## src/rtl/riscv_mem_arbiter.sv

```systemverilog
// Two-requester (fetch/data) arbiter onto one single-port memory.
// Data wins by default; RISCV_ARB_STARVE_EN adds fetch anti-starvation.
//
// Ports:
//   clk, rst            clock, synchronous active-high reset
//   if_req/if_addr      fetch request (held until if_gnt)
//   if_gnt              fetch accepted this cycle
//   if_rvalid/if_rdata  fetch read data, one cycle after if_gnt
//   d_req/d_we/d_addr   data request (held until d_gnt)
//   d_wdata             store data
//   d_gnt               data accepted this cycle
//   d_rvalid/d_rdata    load data, one cycle after a load d_gnt
//   mem_en/mem_we       memory strobe / write enable
//   mem_addr/mem_wdata  memory byte address / write data
//   mem_rdata           memory read data, one cycle after a read strobe
//
// Macro RISCV_ARB_STARVE_EN: after STARVE_MAX consecutive fetch
// denials, fetch beats data until it is granted.

module riscv_mem_arbiter #(
  parameter int unsigned ADDR_W     = 32,
  parameter int unsigned DATA_W     = 32,
  parameter int unsigned STARVE_MAX = 4
) (
  input  logic              clk,
  input  logic              rst,

  input  logic              if_req,
  input  logic [ADDR_W-1:0] if_addr,
  output logic              if_gnt,
  output logic              if_rvalid,
  output logic [DATA_W-1:0] if_rdata,

  input  logic              d_req,
  input  logic              d_we,
  input  logic [ADDR_W-1:0] d_addr,
  input  logic [DATA_W-1:0] d_wdata,
  output logic              d_gnt,
  output logic              d_rvalid,
  output logic [DATA_W-1:0] d_rdata,

  output logic              mem_en,
  output logic              mem_we,
  output logic [ADDR_W-1:0] mem_addr,
  output logic [DATA_W-1:0] mem_wdata,
  input  logic [DATA_W-1:0] mem_rdata
);

  if (STARVE_MAX < 1) begin : g_bad_cfg
    $error("STARVE_MAX must be at least 1");
  end

  typedef enum logic [1:0] {
    OWN_NONE  = 2'd0,
    OWN_FETCH = 2'd1,
    OWN_DATA  = 2'd2
  } owner_e;

  owner_e owner_q;
  owner_e owner_d;

  logic fetch_pri;
  logic gnt_i;
  logic gnt_d;

`ifdef RISCV_ARB_STARVE_EN
  localparam int unsigned SW = $clog2(STARVE_MAX + 1);

  logic [SW-1:0] starve_q;
  logic [SW-1:0] starve_d;

  // Fetch has waited long enough: it wins the next conflict.
  assign fetch_pri = (starve_q == SW'(STARVE_MAX));
`else
  assign fetch_pri = 1'b0;
`endif

  // Grant decision. Reset masks both grants so nothing reaches
  // the memory while rst is high.
  always_comb begin
    gnt_d = 1'b0;
    gnt_i = 1'b0;
    if (!rst) begin
      gnt_d = d_req && !(if_req && fetch_pri);
      gnt_i = if_req && !gnt_d;
    end
  end

  assign if_gnt = gnt_i;
  assign d_gnt  = gnt_d;

  // Memory side: the granted access goes out in the same cycle.
  assign mem_en    = gnt_i || gnt_d;
  assign mem_we    = gnt_d && d_we;
  assign mem_addr  = gnt_d ? d_addr : if_addr;
  assign mem_wdata = d_wdata;

  // Owner of the read that is in flight; stores own nothing.
  always_comb begin
    owner_d = OWN_NONE;
    if (rst) begin
      owner_d = OWN_NONE;
    end else if (gnt_i) begin
      owner_d = OWN_FETCH;
    end else if (gnt_d && !d_we) begin
      owner_d = OWN_DATA;
    end
  end

`ifdef RISCV_ARB_STARVE_EN
  // Count consecutive fetch denials, saturating at STARVE_MAX.
  always_comb begin
    starve_d = starve_q;
    if (rst || gnt_i) begin
      starve_d = '0;
    end else if (if_req && !fetch_pri) begin
      starve_d = starve_q + SW'(1);
    end
  end
`endif

  always_ff @(posedge clk) begin
    if (rst) begin
      owner_q  <= OWN_NONE;
`ifdef RISCV_ARB_STARVE_EN
      starve_q <= '0;
`endif
    end else begin
      owner_q  <= owner_d;
`ifdef RISCV_ARB_STARVE_EN
      starve_q <= starve_d;
`endif
    end
  end

  // A read issued just before reset rises still has owner_q set;
  // masking with rst drops its response.
  assign if_rvalid = !rst && (owner_q == OWN_FETCH);
  assign d_rvalid  = !rst && (owner_q == OWN_DATA);

  assign if_rdata = mem_rdata;
  assign d_rdata  = mem_rdata;

endmodule

```

## config.mk

```make
export PLATFORM = sky130hd
export DESIGN_NAME = riscv_mem_arbiter
export DESIGN_NICKNAME = d
export VERILOG_FILES = /design/src/rtl/riscv_mem_arbiter.sv
export SDC_FILE = /design/constraint.sdc
export NUM_CORES = 1
export LEC_CHECK = 0
export ABC_AREA = 0
export CORE_AREA = 2 2 102 104
export DETAILED_ROUTE_END_ITERATION = 7
export DIE_AREA = 0 0 104 106
export PLACE_DENSITY_LB_ADDON = 0.12
export RECOVER_POWER = 100
export SKIP_LAST_GASP = 1
export SLEW_MARGIN = 20
export SYNTH_ARGS = -nofsm -noshare
export SYNTH_HDL_FRONTEND = slang
export SYNTH_SLANG_ARGS = --single-unit
export TNS_END_PERCENT = 10
```

## constraint.sdc

```tcl
create_clock -name clk -period 1.7 [get_ports clk]
set_input_delay 0.34 -clock clk [delete_from_list [all_inputs] [get_ports clk]]
set_output_delay 0.34 -clock clk [all_outputs]
set_load 0.02 [all_outputs]
```

==> results.py <==
metrics = {
    "cells_and_area": {
        "multi_input_area_um2": 527,
        "regArea_um2": 40.0,
        "reg.largest.list": "owner_q x2",
        "largest_register": "owner_q",
        "drive_gt1_frac": 0.433,
        "antenna_cells": 0,
        "final_common_cell": "clkdlybuf4s50_1",
        "n_fill_cell": 1136,
        "finish.net_count": 299,
        "layout_common_cells": "clkdlybuf4s50_1 (66), mux2_4 (28), buf_2 (12)",
        "stdcell_count": 300,
        "areaGrowthSynthToFinish_pct": 46.3,
        "design_area_um2": 1980,
        "largest_reg_flops": 2,
    },
    "routing": {
        "wl_mm": 3.32,
        "drc": 0,
        "dr.pass1.iters": 2,
        "drt_iter0_drc": 2,
        "wire_per_inst_um": 11.1,
        "antenna_left": 0,
        "via_per_inst": 3.06,
        "vias": 919,
    },
    "timing": {
        "finalSetupTns_ps": -1300,
        "fin_crit_sh": 1.05,
        "fmax_mhz": 562,
        "hold_violations": 0,
        "setup_viol": 23,
        "rsz0062_at_grt": "yes",
        "slew_viol_final": 0,
        "relSlewSlack": 0.855,
        "worst_pin_slew_ps": 218,
        "fin_ws_ps": -78.4,
        "min_period_ps": 1780,
    },
    "hold_path": {
        "min_from": "rst",
        "hold_path.class": "in -> reg",
        "whs_path_depth": 3,
        "holdPathEnd": "owner_q[0]",
    },
    "place": {
        "gp_congestion": 0.685,
        "io_buffers": 106,
        "dp.cells": 290,
        "dp_hpwl_mm": 2.51,
        "dpl_cell_area_um2": 1850,
        "pre_cts_ws_ps": -745,
    },
    "critical_path": {
        "critPathTopFamily": "buffers and inverters",
        "slowest_stage": "mux2_4",
        "required_ps": 1360,
        "cp.arrival_ps": 1440,
        "path_buf_inv": 4,
        "crit_fanout": 6,
        "crit_chain": "buf_6 -> nand2b_4 -> buf_12 -> buf_12 -> mux2_4 -> clkdlybuf4s15_1",
        "path_common_cell": "buf_12",
        "path_class": "in -> out",
        "start_kind": "primary input",
        "end_kind": "primary output",
        "critPathMaxStageDelay_ps": 290,
    },
    "run_status": {
        "outcome": "complete, but fails checks",
        "violations": "negative setup slack",
    },
    "synth": {
        "yosysTopAreaCell": "buf_4",
        "syn_avg_cell_area_um2": 9.41,
        "synth.top_cells.by_area": "buf_4 (53%), mux2_4 (31%), buf_12 (4.4%), mux2_2 (3.3%), dfxtp_1 (3.0%)",
        "synth_top_area_frac": 0.532,
        "synth-seq-cells": 2,
        "yosysSeqAreaShare": 0.0295,
        "syn_nets": 277,
        "yosysUniqueCellTypes": 11,
        "yosys_warnings": 0,
        "netlist_area_um2": 1360,
        "syn_inst": 144,
    },
    "flow_run": {
        "cap_viol_max_count": 0,
    },
    "clock_network": {
        "ctsHoldBuffers": 0,
        "clkTransAtPathRegs_ps": 30,
        "root_buffer": "clkbuf_8",
        "cts_made_buffers": 3,
        "clkSinkCount": 2,
        "cts_tree": "yes",
        "h-tree-depth": 1,
        "clockBufferDepth": 2,
    },
    "power_and_ir_drop": {
        "pwr-share-seq": 0.066,
        "p_int_mw": 0.536,
        "netSwitchingFraction": 0.290,
        "pwr_density_cell_nw_per_um2": 381,
        "leakage_nw": 0.898,
        "ir_drop_v": 0.000184,
        "p_clk_frac": 0.243,
        "combPwrFrac": 0.691,
        "p_switching_mw": 0.219,
    },
    "global_route": {
        "grt_util_all_layers": 0.0547,
        "grt_pass1_wl_mm": 4.86,
        "grt_remaining_overflow": 0,
        "grt_pass1_vias": 999,
        "grt_max_degree": 8,
        "antenna_found_initial": 0,
    },
    "die": {
        "initial_core_util": 0.136,
        "fp.dieArea_um2": 11000,
        "die_width_um": 104,
        "die_h_um": 106,
        "ios": 267,
        "rows": 37,
        "core_um2": 10000,
    },
}
how the worst max path moves through the flow:
stage / depth (start not counted) / from / to / slack, ps
6_report: 6 / rst / mem_addr[19] / -80
5_1_grt: 6 / rst / mem_addr[15] / -120
4_1_cts: 8 / rst / mem_addr[6] / -160
3_5_place_dp: 5 / rst / mem_addr[2] / -740
3_3_place_gp: 5 / rst / mem_addr[2] / -730
2_1_floorplan: 5 / rst / mem_we / 190
final cells by class:
| cell class | count | area share |
|---|---|---|
| repair buffers | 117 | 0.605 |
| multi-input cells | 41 | 0.266 |
| well taps | 136 | 0.0859 |
| clock buffers | 3 | 0.0208 |
| flip-flops and latches | 2 | 0.0202 |
| inverters | 1 | 0.00189 |
power by group through the flow:
stage	clock network, mW	logic, mW	registers (mW)
2_1_floorplan	0	0.560	0.0504
3_3_place_gp	0	0.520	0.0505
6_report	0.183	0.522	0.0501
4_1_cts	0.189	0.550	0.0500
5_1_grt	0.202	0.553	0.0501
3_5_place_dp	0	0.519	0.0506
logic make-up after synthesis:
group | count (synthesis) | share of synthesized area
buffers and inverters | 101 | 0.587
and+or+nand+nor | 9 | 0.0397
muxes | 32 | 0.343
DFF | 2 | 0.0295
per-layer routing:
metal	vias up	share of wire	global-route usage	wire length [um]
met5	-	0	0	0
met4	0	0.027	0.0299	90
met3	19	0.14	0.0245	455
met2	101	0.50	0.101	1670
met1	390	0.33	0.0505	1110
li1	409	-	-	-
cells in the mapped netlist:
| library cell | number |
|---|---|
| buf_6 | 1 |
| mux2_2 | 4 |
| nor3b_1 | 4 |
| nand2b_1 | 1 |
| inv_1 | 1 |
| nor2_1 | 3 |
| dfxtp_1 | 2 |
| buf_12 | 3 |
| and2_1 | 1 |
| mux2_4 | 28 |
| buf_4 | 96 |
stage by stage:
stage               hold WS (ps)   util  power, mW
floorplan                    412      -      0.611
global placement             680  0.185      0.570
detailed placement           680  0.185      0.570
CTS                          407  0.204      0.789
global route                 418  0.198      0.805
finish                       410  0.198      0.755
worst min-delay path: cells and delay by family:
kind                   cells  cell delay [ps]
buffers and inverters      2              180
AND/OR/NAND/NOR            1               50
timing repair:
action,in CTS,in global routing
pin swaps,0,0
gates resized for setup,136,11
cloned,4,0
buffers inserted,5,0
endpoints found under the hold margin,0,0
endpoints found under the setup margin,38,34
(Power assumes the default switching activity.)
